**src/rtl/uart_rx.sv**
```systemverilog
// UART receiver: 2-flop synchronised line, mid-bit sampling on an oversample tick,
// valid/ready output register with per-frame parity/framing flags and sticky overrun.
module uart_rx #(
  parameter int unsigned DATA_BITS  = 8,
  parameter int unsigned OVERSAMPLE = 16
) (
  input  logic                 clk,
  input  logic                 rst,
  input  logic                 sample_tick,
  input  logic                 rx,
  input  logic                 parity_en,
  input  logic                 parity_odd,
  output logic [DATA_BITS-1:0] rx_data,
  output logic                 rx_valid,
  input  logic                 rx_ready,
  output logic                 parity_err,
  output logic                 frame_err,
  output logic                 overrun
);

  localparam int unsigned SW = $clog2(OVERSAMPLE);
  localparam int unsigned BW = $clog2(DATA_BITS);
  localparam logic [SW-1:0] HalfCnt = SW'(OVERSAMPLE / 2 - 1);
  localparam logic [SW-1:0] FullCnt = SW'(OVERSAMPLE - 1);
  localparam logic [BW-1:0] LastBit = BW'(DATA_BITS - 1);

  typedef enum logic [2:0] {
    StIdle,
    StStart,
    StData,
    StParity,
    StStop,
    StWaitHigh
  } state_e;

  state_e               state;
  logic                 rx_meta;
  logic                 rx_s;
  logic [SW-1:0]        s_cnt;
  logic [BW-1:0]        b_cnt;
  logic [DATA_BITS-1:0] shreg;
  logic                 par_en;
  logic                 par_odd;
  logic                 p_err;
  logic                 mid_bit;

  assign mid_bit = sample_tick && (s_cnt == FullCnt);

  // Line idles high, so the synchroniser resets to 1 to avoid a spurious start.
  always_ff @(posedge clk or posedge rst) begin
    if (rst) begin
      rx_meta <= 1'b1;
      rx_s    <= 1'b1;
    end else begin
      rx_meta <= rx;
      rx_s    <= rx_meta;
    end
  end

  always_ff @(posedge clk or posedge rst) begin
    if (rst) begin
      state      <= StIdle;
      s_cnt      <= '0;
      b_cnt      <= '0;
      shreg      <= '0;
      par_en     <= 1'b0;
      par_odd    <= 1'b0;
      p_err      <= 1'b0;
      rx_data    <= '0;
      rx_valid   <= 1'b0;
      parity_err <= 1'b0;
      frame_err  <= 1'b0;
      overrun    <= 1'b0;
    end else begin
      if (rx_valid && rx_ready) begin
        rx_valid <= 1'b0;
        overrun  <= 1'b0;
      end

      unique case (state)
        StIdle: begin
          if (!rx_s) begin
            state   <= StStart;
            s_cnt   <= '0;
            par_en  <= parity_en;
            par_odd <= parity_odd;
          end
        end

        StStart: begin
          if (sample_tick) begin
            if (s_cnt == HalfCnt) begin
              if (!rx_s) begin
                state <= StData;
                s_cnt <= '0;
                b_cnt <= '0;
                p_err <= 1'b0;
              end else begin
                state <= StIdle;
              end
            end else begin
              s_cnt <= s_cnt + SW'(1);
            end
          end
        end

        // s_cnt is a power-of-2 counter, so it wraps to 0 on the sampling tick.
        StData: begin
          if (sample_tick) begin
            s_cnt <= s_cnt + SW'(1);
          end
          if (mid_bit) begin
            shreg <= {rx_s, shreg[DATA_BITS-1:1]};
            if (b_cnt == LastBit) begin
              state <= par_en ? StParity : StStop;
            end else begin
              b_cnt <= b_cnt + BW'(1);
            end
          end
        end

        StParity: begin
          if (sample_tick) begin
            s_cnt <= s_cnt + SW'(1);
          end
          if (mid_bit) begin
            p_err <= ((^shreg) ^ rx_s) != par_odd;
            state <= StStop;
          end
        end

        StStop: begin
          if (sample_tick) begin
            s_cnt <= s_cnt + SW'(1);
          end
          if (mid_bit) begin
            // A consumer taking the old word this same cycle frees the register.
            if (!rx_valid || rx_ready) begin
              rx_data    <= shreg;
              parity_err <= p_err;
              frame_err  <= !rx_s;
              rx_valid   <= 1'b1;
            end else begin
              overrun <= 1'b1;
            end
            state <= rx_s ? StIdle : StWaitHigh;
          end
        end

        StWaitHigh: begin
          if (rx_s) begin
            state <= StIdle;
          end
        end

        default: state <= StIdle;
      endcase
    end
  end

endmodule

```
**config.mk**
```make
export PLATFORM = sky130hd
export DESIGN_NAME = uart_rx
export DESIGN_NICKNAME = d
export VERILOG_FILES = /design/src/rtl/uart_rx.sv
export SDC_FILE = /design/constraint.sdc
export NUM_CORES = 1
export LEC_CHECK = 0
export BUFFER_PORTS_ARGS = -buffer_cell sky130_fd_sc_hd__buf_2
export CORE_MARGIN = 2
export CORE_UTILIZATION = 62
export CTS_CLUSTER_SIZE = 10
export DETAILED_ROUTE_END_ITERATION = 8
export PLACE_DENSITY = 0.91
export SETUP_SLACK_MARGIN = 0.05
export SLEW_MARGIN = 40
export SYNTH_ARGS = -nofsm -noshare
export SYNTH_HDL_FRONTEND = slang
export SYNTH_SLANG_ARGS = --single-unit
```
**constraint.sdc**
```tcl
create_clock -name clk -period 3.95 [get_ports clk]
set_input_delay 0.9875 -clock clk [delete_from_list [all_inputs] [get_ports clk]]
set_output_delay 0.9875 -clock clk [all_outputs]
set_load 0.01 [all_outputs]
```
==> out/metrics.cfg, run 1 <==
[timing]
headroom_to_the_max_slew_limit_pct=61.83
worst-slew-pin-transition_ns=0.5709
rsz_0062_raised_after_global_routing=no
final.period_utilization_pct=59.39
fin_setup_tns_ns=0
fin_skew_ns=0.01003
finalHoldViolations=0
final_max_slew_viol_count=0
max_clock_freq_ghz=0.4263
finalWorstPathRequiredPeriod_ns=2.346
report.final.setup_viol=0
hold_slack_ns=0.3652

[power_and_ir_drop]
powerDensity_nw_per_um2=438.7
power.static_leakage_uw=0.0009817
worst_ir_drop_vdd_mv=0.5177

[layout]
flow.area_growth_from_synthesis_pct=8.422
fin_util_pct=70.11
finish.net_count=183
final_common_cell=dfrtp_1
n_antenna_cell=0
share_of_cells_above_drive_strength_1_pct=18.39
final_cell_mix=dfrtp_1, mux2_1, buf_2

[clock_tree]
ctsRootBufferMaster=clkbuf_4
number_of_buffers_inserted_during_clock_tree_synthesis=5
postCtsHoldBufs=0
cts_setup_buffers=0
h-tree-depth=2
cts_buffer_depth=2
clock_insertion_delay_worst_skew_ns=0.33
cts_tree=yes
numClockSinks=35
clk_pin_slew_worst_paths_ns=0.10
post_cts_resized=0

[routing]
highest-signal-layer=met4
detail_route.iter0.violations=69
met2_wirelength_um=1434
wire_length_on_met1_um=1371
detail-route-antenna-nets=0
routed_wl_um=3075
detail_route.vias_per_cell=6.010
via_count=1232
routed-wl-met3_um=180
drt-wirelength-per-cell_um=15.00
count_of_unresolved_drc_violations_after_routing=0
drt_pre_antenna_iters=5

[floorplan]
num_rows=19
die_w_um=57.40
core_region_area_um2=2734
die-area_um2=3295
start_util_pct=64.67
dieHeight_um=57.40
num_io_pins=19

[outcome]
outcome=complete, no violations

[synth]
synth_edf_count=0
synth_seq_area_share_pct=49.68
avgSynthCellArea_um2=11.41
synth.distinct_cells=42
synth_top_area_share_pct=46.71
synthesis.instances=155
synth_area_um2=1768
syn-num-nets=165
seq_cells_post_synth=35
synth_top_area_cells=dfrtp_1, mux2_1, dfstp_2, xnor2_1, ha_1
async_reset_ff_share_pct=100.0
synthesis.yosys.warnings=0
ys.flop_type=dfrtp_1
post-synth-top-area-cell=dfrtp_1

[grt]
grt_start_max_net_pins=36
grt_pass1_wl_um=5223
overflow=0
track_usage_pct=20.92
first_global_vias=1167
grt_antenna_before_repair=0

[run]
timing.max_cap.violations=0

[place]
hpwl_after_detailed_placement_um=2285
final_weighted_congestion_of_routability_driven_global_placement=0.8506
io_buffer_count=18

[critical_path]
cp_data_arrival_time_ns=2.57
critPathRequiredTime_ns=4.17
end_kind=flop
timing_worst_setup_path_type=in -> reg
start_kind=input pin
crit_path_max_fanout=11

[min_path]
tightest_hold_check_type=reg -> reg

[logic make-up (layout without fill, tap and decap cells)]
logic type / after synthesis / after routing / share of synthesized area (%)
AOI/OAI and AO/OA: 30 / 30 / 13.09
xor gates and xnor gates: 9 / 9 / 5.237
adders and majority gates: 3 / 3 / 2.123
buffers and inverters: 17 / 36 / 4.034
DFF: 35 / 35 / 49.68
muxes: 22 / 22 / 14.01
and+or+nand+nor: 39 / 39 / 11.82
[worst paths after layout]
path                        startpoint          to  slack (ns)  cells after the start
min in group asynchronous          rst    shreg[6]        0.72                      3
max reg2reg                   s_cnt[0]  rx_data[6]        1.76                      4
max                        sample_tick  rx_data[6]        1.60                      4
max in group asynchronous          rst     rx_meta        2.88                      3
min reg2reg                    rx_meta        rx_s        0.37                      0
min                            rx_meta        rx_s        0.37                      0
[stage by stage]
stage / worst slack [ns] / area, µm² / instances / total power [µW]
after global placement: 1.336 / 1867 / 197 / 651.2
after floorplan: 1.709 / 1768 / 155 / 626.2
final: 1.604 / 1917 / 205 / 840.9
after global routing: 1.455 / 1917 / 205 / 891.0
after detailed placement: 1.226 / 1867 / 197 / 669.0
after CTS: 1.597 / 1917 / 205 / 847.1
[Yosys cell counts, types with 2 or more instances]
cell type,count
inv_1,8
a21oi_1,5
nor2b_1,3
nand2b_1,4
nor2_1,5
buf_2,6
dfrtp_1,33
dfstp_2,2
o211ai_1,3
clkbuf_1,2
nand4_1,3
xor2_1,2
xnor2_1,6
o21ai_0,5
o21ai_1,4
nand2_1,9
ha_1,3
nor3_1,3
mux2i_1,3
mux2_1,18
nand3_1,6
o21bai_1,2
[worst max-delay path: stages]
cell	delay, ns
buf_2	0.16
and4_1	0.40
nand4_1	0.51
mux2_1	0.50
[cell type report]
type                            count  area [µm²]
Clock inverter                      1       5.005
Inverter                            9       33.78
Fill cell                         186       817.0
Timing Repair Buffer               19       97.59
Tap cell                           31       38.79
Clock buffer                        7       45.04
Sequential cell                    35       878.3
Multi-Input combinational cell    103       818.3
[metal layers]
metal | vias to the layer above | global-route usage (%)
met4 | 0 | 10.63
met5 | - | 0
met3 | 10 | 6.122
met2 | 45 | 31.17
li1 | 587 | -
met1 | 590 | 27.90
[sequential cells by signal, summed over array words and instances, names as in the netlist]
register / cells
rx_data: 8
shreg: 8
s_cnt: 4
b_cnt: 3
state: 3
frame_err: 1
overrun: 1
p_err: 1
par_en: 1
par_odd: 1
parity_err: 1
rx_meta: 1
rx_s: 1
rx_valid: 1
[report_power, final]
group / leakage (µW) / switching [µW] / internal, µW
Clock: 0.0000293 / 109 / 69.3
Sequential: 0.000454 / 48.8 / 396
Combinational: 0.000498 / 113 / 105
Total: 0.000982 / 270 / 571
(Power assumes the default switching activity.)
==> run 2, diff against run 1 <==
--- a/config.mk
+++ b/config.mk
@@ -7,10 +7,10 @@
 export LEC_CHECK = 0
 export BUFFER_PORTS_ARGS = -buffer_cell sky130_fd_sc_hd__buf_2
 export CORE_MARGIN = 2
-export CORE_UTILIZATION = 62
+export CORE_UTILIZATION = 57
 export CTS_CLUSTER_SIZE = 10
 export DETAILED_ROUTE_END_ITERATION = 8
-export PLACE_DENSITY = 0.91
+export PLACE_DENSITY = 0.85
 export SETUP_SLACK_MARGIN = 0.05
 export SLEW_MARGIN = 40
 export SYNTH_ARGS = -nofsm -noshare
==> constraint.sdc (replaced) <==
create_clock -name clk -period 2.2 [get_ports clk]
set_input_delay 0.55 -clock clk [delete_from_list [all_inputs] [get_ports clk]]
set_output_delay 0.55 -clock clk [all_outputs]
set_load 0.01 [all_outputs]
==> run 2 against run 1 <==
Critical path type is now reg -> reg. Routed wire length is 5.8% higher. Clock-buffer cell count is 1 higher. Utilization is 5.1 points lower. Critical path depth is 1 higher. Cell count is 2.0% higher. Critical endpoint unchanged.
==> out/metrics.cfg, run 2 (same netlist as run 1, synthesis figures left out) <==
[timing]
rsz_0062_raised_after_global_routing=no
worst-slew-pin-transition_ns=0.4295  ; -0.1414 ns
final_max_slew_viol_count=0  ; unchanged
report.final.setup_viol=0  ; unchanged
fin_setup_tns_ns=0  ; unchanged
max_clock_freq_ghz=0.5198
hold_slack_ns=0.2708  ; -0.09439 ns
headroom_to_the_max_slew_limit_pct=71.15  ; +9.3 points
finalWorstPathRequiredPeriod_ns=1.924
finalHoldViolations=0  ; unchanged
fin_skew_ns=0.01484  ; +0.004809 ns
final.period_utilization_pct=87.44

[power_and_ir_drop]
worst_ir_drop_vdd_mv=0.6480  ; +25%
powerDensity_nw_per_um2=812.7  ; +85%
power.static_leakage_uw=0.0009993  ; +1.8%

[floorplan]
die-area_um2=3563  ; +8.1%
num_io_pins=19  ; unchanged
die_w_um=59.69  ; +4.0%
core_region_area_um2=3003  ; +9.8%
dieHeight_um=59.69  ; +4.0%
num_rows=20  ; +1
start_util_pct=58.88  ; -5.8 points

[critical_path]
ff2ff_setup_slack_ns=0.28  ; -1.48 ns
worst_r2r_startpoint=s_cnt[0]
critPathRequiredTime_ns=2.42  ; -1.75 ns
crit_path_max_fanout=11  ; unchanged
start_kind=flop
crit_path_start=s_cnt[0]
end_kind=flop
r2r-end=rx_data[6]
ff2ff_path_depth=5  ; +1
timing_worst_setup_path_type=reg -> reg
cp_data_arrival_time_ns=2.15  ; -0.42 ns

[grt]
grt_pass1_wl_um=5782  ; +11%
overflow=0  ; unchanged
grt_antenna_before_repair=0  ; unchanged
first_global_vias=1276  ; +9.3%
track_usage_pct=22.57  ; +1.7 points
grt_start_max_net_pins=36  ; unchanged

[layout]
share_of_cells_above_drive_strength_1_pct=19.89  ; +1.5 points
final_cell_mix=dfrtp_1, mux2_1, buf_2
final_common_cell=dfrtp_1
fillerInstances=235  ; +26%
layout_top_registers=rx_data: 8 flops, shreg: 8 flops, s_cnt: 4 flops
flow.area_growth_from_synthesis_pct=10.47
final_cells=209  ; +2.0%
finish.net_count=185  ; +1.1%
stdcell_area_um2=1953  ; +1.9%
n_antenna_cell=0  ; unchanged
fin_util_pct=65.04  ; -5.1 points

[clock_tree]
clock_insertion_delay_worst_skew_ns=0.35  ; +0.02 ns
cts_buffer_depth=2  ; unchanged
postCtsHoldBufs=0  ; unchanged
ctsRootBufferMaster=clkbuf_4
number_of_buffers_inserted_during_clock_tree_synthesis=5  ; unchanged
clk_pin_slew_worst_paths_ns=0.11  ; about the same
post_cts_resized=0  ; unchanged
h-tree-depth=2  ; unchanged
numClockSinks=35  ; unchanged
cts_tree=yes
cts_setup_buffers=0  ; unchanged

[min_path]
tightest_hold_check_type=in -> async

[routing]
detail_route.iter0.violations=36  ; -48%
detail-route-antenna-nets=0  ; unchanged
via_count=1243  ; +0.89%
detail_route.vias_per_cell=5.947  ; -1.0%
count_of_unresolved_drc_violations_after_routing=0  ; unchanged
drt-wirelength-per-cell_um=15.56  ; +3.8%
routed_wl_um=3253  ; +5.8%
drt_pre_antenna_iters=4  ; -1

[place]
hpwl_after_detailed_placement_um=2360  ; +3.3%
io_buffer_count=18  ; unchanged
dpl-instance-area_um2=1884  ; +0.94%
final_weighted_congestion_of_routability_driven_global_placement=0.8177  ; -3.9%
number_of_cells_in_the_design_after_placement=201  ; +2.0%

[outcome]
outcome=complete, no violations

[run]
timing.max_cap.violations=0  ; unchanged

run 2: changes by cell type in the layout (fill, tap and decap cells not counted), sizes merged:
cell and change:
clkinv -1, clkbuf +1, buf +2
run 2: per-layer routing:
| metal | track usage (%) | up-vias | part of all wire (%) |
|---|---|---|---|
| li1 | - | 595 | - |
| met1 | 27.64 | 612 | 44 |
| met2 | 36.49 | 30 | 49 |
| met3 | 7.359 | 6 | 5.2 |
| met4 | 9.841 | 0 | 1.9 |
| met5 | 0 | - | 0 |
run 2: power breakdown:
part	total, µW	switching [µW]	internal, µW
Clock	395	207	188
Combinational	394	203	191
Sequential	799	87.4	711
run 2: through the flow:
step | setup slack, ns | total power [µW]
finish | 0.2763 | 1587
global route | 0.1860 | 1694
CTS | 0.3017 | 1600
detailed placement | 0.2587 | 1205
global placement | 0.3206 | 1169
floorplan | 0.3968 | 1124
run 2: final cells by class:
class	count	area, µm²	share of cell area [%]
Multi-Input combinational cell	103	818.3	41.90
Timing Repair Buffer	21	112.6	5.766
Sequential cell	35	878.3	44.97
Clock buffer	8	68.82	3.523
Inverter	9	33.78	1.730
Tap cell	33	41.29	2.114
run 2: how the worst max path moves through the flow:
stage                             to  slack (ns)  cells after the start
after detailed placement  rx_data[0]        0.26                      5
final                     rx_data[6]        0.28                      5
after global placement    parity_err        0.32                      5
after global routing      rx_data[6]        0.19                      5
after floorplan           parity_err        0.40                      6
after CTS                 rx_data[0]        0.30                      5
run 2: worst max-delay path, cell delays in order (launching register included):
cell and delay, ns:
dfrtp_1 0.41, ha_1 0.29, and4_1 0.43, nand4_1 0.13, buf_4 0.22, mux2_1 0.32
==> run 3, diff against run 2 <==
==> constraint.sdc (replaced) <==
create_clock -name clk -period 2.2 [get_ports clk]
set_input_delay 0.44 -clock clk [delete_from_list [all_inputs] [get_ports clk]]
set_output_delay 0.44 -clock clk [all_outputs]
set_load 0.01 [all_outputs]
==> run 3 against run 2 <==
Critical path depth unchanged. Power rose by 10%. Via count rose by 0.56%. Largest cell class unchanged. Sequential cell count stayed put. Clock-buffer cell count fell by 2.
==> out/metrics.cfg, run 3 (same netlist as run 1, synthesis figures left out) <==
[critical_path]
ff2ff_path_depth=5  ; unchanged
cp_data_arrival_time_ns=2.13  ; -0.02 ns
timing_worst_setup_path_type=reg -> reg
r2r-end=rx_data[1]
critPathRequiredTime_ns=2.42  ; about the same
crit_path_max_fanout=11  ; unchanged
end_kind=flop
worst_r2r_startpoint=s_cnt[0]
crit_path_start=s_cnt[0]
start_kind=flop
ff2ff_setup_slack_ns=0.29  ; +0.02 ns

[clock_tree]
clk_pin_slew_worst_paths_ns=0.11  ; about the same
cts_tree=yes
numClockSinks=35  ; unchanged
h-tree-depth=2  ; unchanged
number_of_buffers_inserted_during_clock_tree_synthesis=5  ; unchanged
cts_buffer_depth=2  ; unchanged
post_cts_resized=0  ; unchanged
ctsRootBufferMaster=clkbuf_4
clock_insertion_delay_worst_skew_ns=0.34  ; about the same
postCtsHoldBufs=0  ; unchanged
cts_setup_buffers=0  ; unchanged

[floorplan]
core_region_area_um2=3003  ; unchanged
start_util_pct=58.88  ; unchanged
die_w_um=59.69  ; unchanged
num_rows=20  ; unchanged
num_io_pins=19  ; unchanged
dieHeight_um=59.69  ; unchanged
die-area_um2=3563  ; unchanged

[routing]
routed_wl_um=3089  ; -5.0%
detail-route-antenna-nets=0  ; unchanged
detail_route.vias_per_cell=5.981  ; +0.56%
count_of_unresolved_drc_violations_after_routing=0  ; unchanged
drt_pre_antenna_iters=4  ; unchanged
detail_route.iter0.violations=35  ; -2.8%
via_count=1250  ; +0.56%
drt-wirelength-per-cell_um=14.78  ; -5.0%

[grt]
overflow=0  ; unchanged
grt_pass1_wl_um=5375  ; -7.0%
first_global_vias=1213  ; -4.9%
grt_start_max_net_pins=36  ; unchanged
grt_antenna_before_repair=0  ; unchanged
track_usage_pct=20.96  ; -1.6 points

[layout]
share_of_cells_above_drive_strength_1_pct=19.89  ; unchanged
n_antenna_cell=0  ; unchanged
fin_util_pct=66.13  ; +1.1 points
flow.area_growth_from_synthesis_pct=12.31
finish.net_count=185  ; unchanged
final_common_cell=dfrtp_1
final_cell_mix=dfrtp_1, mux2_1, buf_2
layout_top_registers=rx_data: 8 flops, shreg: 8 flops, s_cnt: 4 flops

[timing]
headroom_to_the_max_slew_limit_pct=69.79  ; -1.4 points
post-route-worst-setup-slack_ns=0.2934  ; +0.01706 ns
max_clock_freq_ghz=0.5245  ; +0.89%
fin_setup_tns_ns=0  ; unchanged
report.final.setup_viol=0  ; unchanged
rsz_0062_raised_after_global_routing=no
final.period_utilization_pct=86.66  ; -0.78 points
finalWorstPathRequiredPeriod_ns=1.907  ; -0.01706 ns
finalHoldViolations=0  ; unchanged
worst-slew-pin-transition_ns=0.4532  ; +0.02368 ns
final_max_slew_viol_count=0  ; unchanged
fin_skew_ns=0.01351  ; -0.001331 ns
hold_slack_ns=0.1660  ; -0.1049 ns

[power_and_ir_drop]
power.static_leakage_uw=0.001013  ; +1.4%
powerDensity_nw_per_um2=882.6  ; +8.6%
worst_ir_drop_vdd_mv=0.7406  ; +14%
total_power_uw=1752  ; +10%

[run]
timing.max_cap.violations=0  ; unchanged

[place]
io_buffer_count=18  ; unchanged
hpwl_after_detailed_placement_um=2230  ; -5.5%
preCtsSetupSlack_ns=0.3090  ; +0.05025 ns
final_weighted_congestion_of_routability_driven_global_placement=0.7984  ; -2.4%

[min_path]
tightest_hold_check_type=in -> async

[outcome]
outcome=complete, no violations

run 3: cell count changes in the layout (fill, tap and decap cells not counted), sizes merged:
| cell | previous run | this run |
|---|---|---|
| bufinv | 0 | 2 |
| clkbuf | 8 | 6 |
run 3: metrics by stage:
step	instance area (µm²)	cells
floorplan	1768	155
global placement	1884	201
detailed placement	1884	201
CTS	1986	209
global route	1986	209
finish	1986	209
run 3: how the worst max path moves through the flow:
stage            endpoint  slack, ns  cells past startpoint
3_3_place_gp     b_cnt[0]       0.34                      4
6_report       rx_data[1]       0.29                      5
2_1_floorplan  parity_err       0.44                      6
4_1_cts        rx_data[1]       0.29                      5
5_1_grt        rx_data[1]       0.15                      5
3_5_place_dp     shreg[2]       0.31                      3
run 3: per-layer routing:
metal	vias up	global-route usage (%)	routed length, µm
li1	594	-	-
met1	612	28.47	1408
met5	-	0	0
met4	0	9.524	59
met3	6	8.225	173
met2	38	29.66	1448
run 3: worst max-delay path, stage by stage (launching register included):
cell	delay (ns)
dfrtp_1	0.41
ha_1	0.27
and4_1	0.44
nand4_1	0.13
buf_4	0.22
mux2_1	0.32
run 3: report_power, final:
group / switching (µW) / internal, µW / total, µW
clock network: 208 / 355 / 562
logic: 202 / 192 / 393
registers: 85.2 / 712 / 797
run 3: final cells by class:
type	count	area, µm²
multi-input cells	103	818.3
flip-flops and latches	35	878.3
inverters	9	33.78
well taps	33	41.29
clock inverters	2	60.06
fillers	230	1017
repair buffers	21	112.6
clock buffers	6	41.29
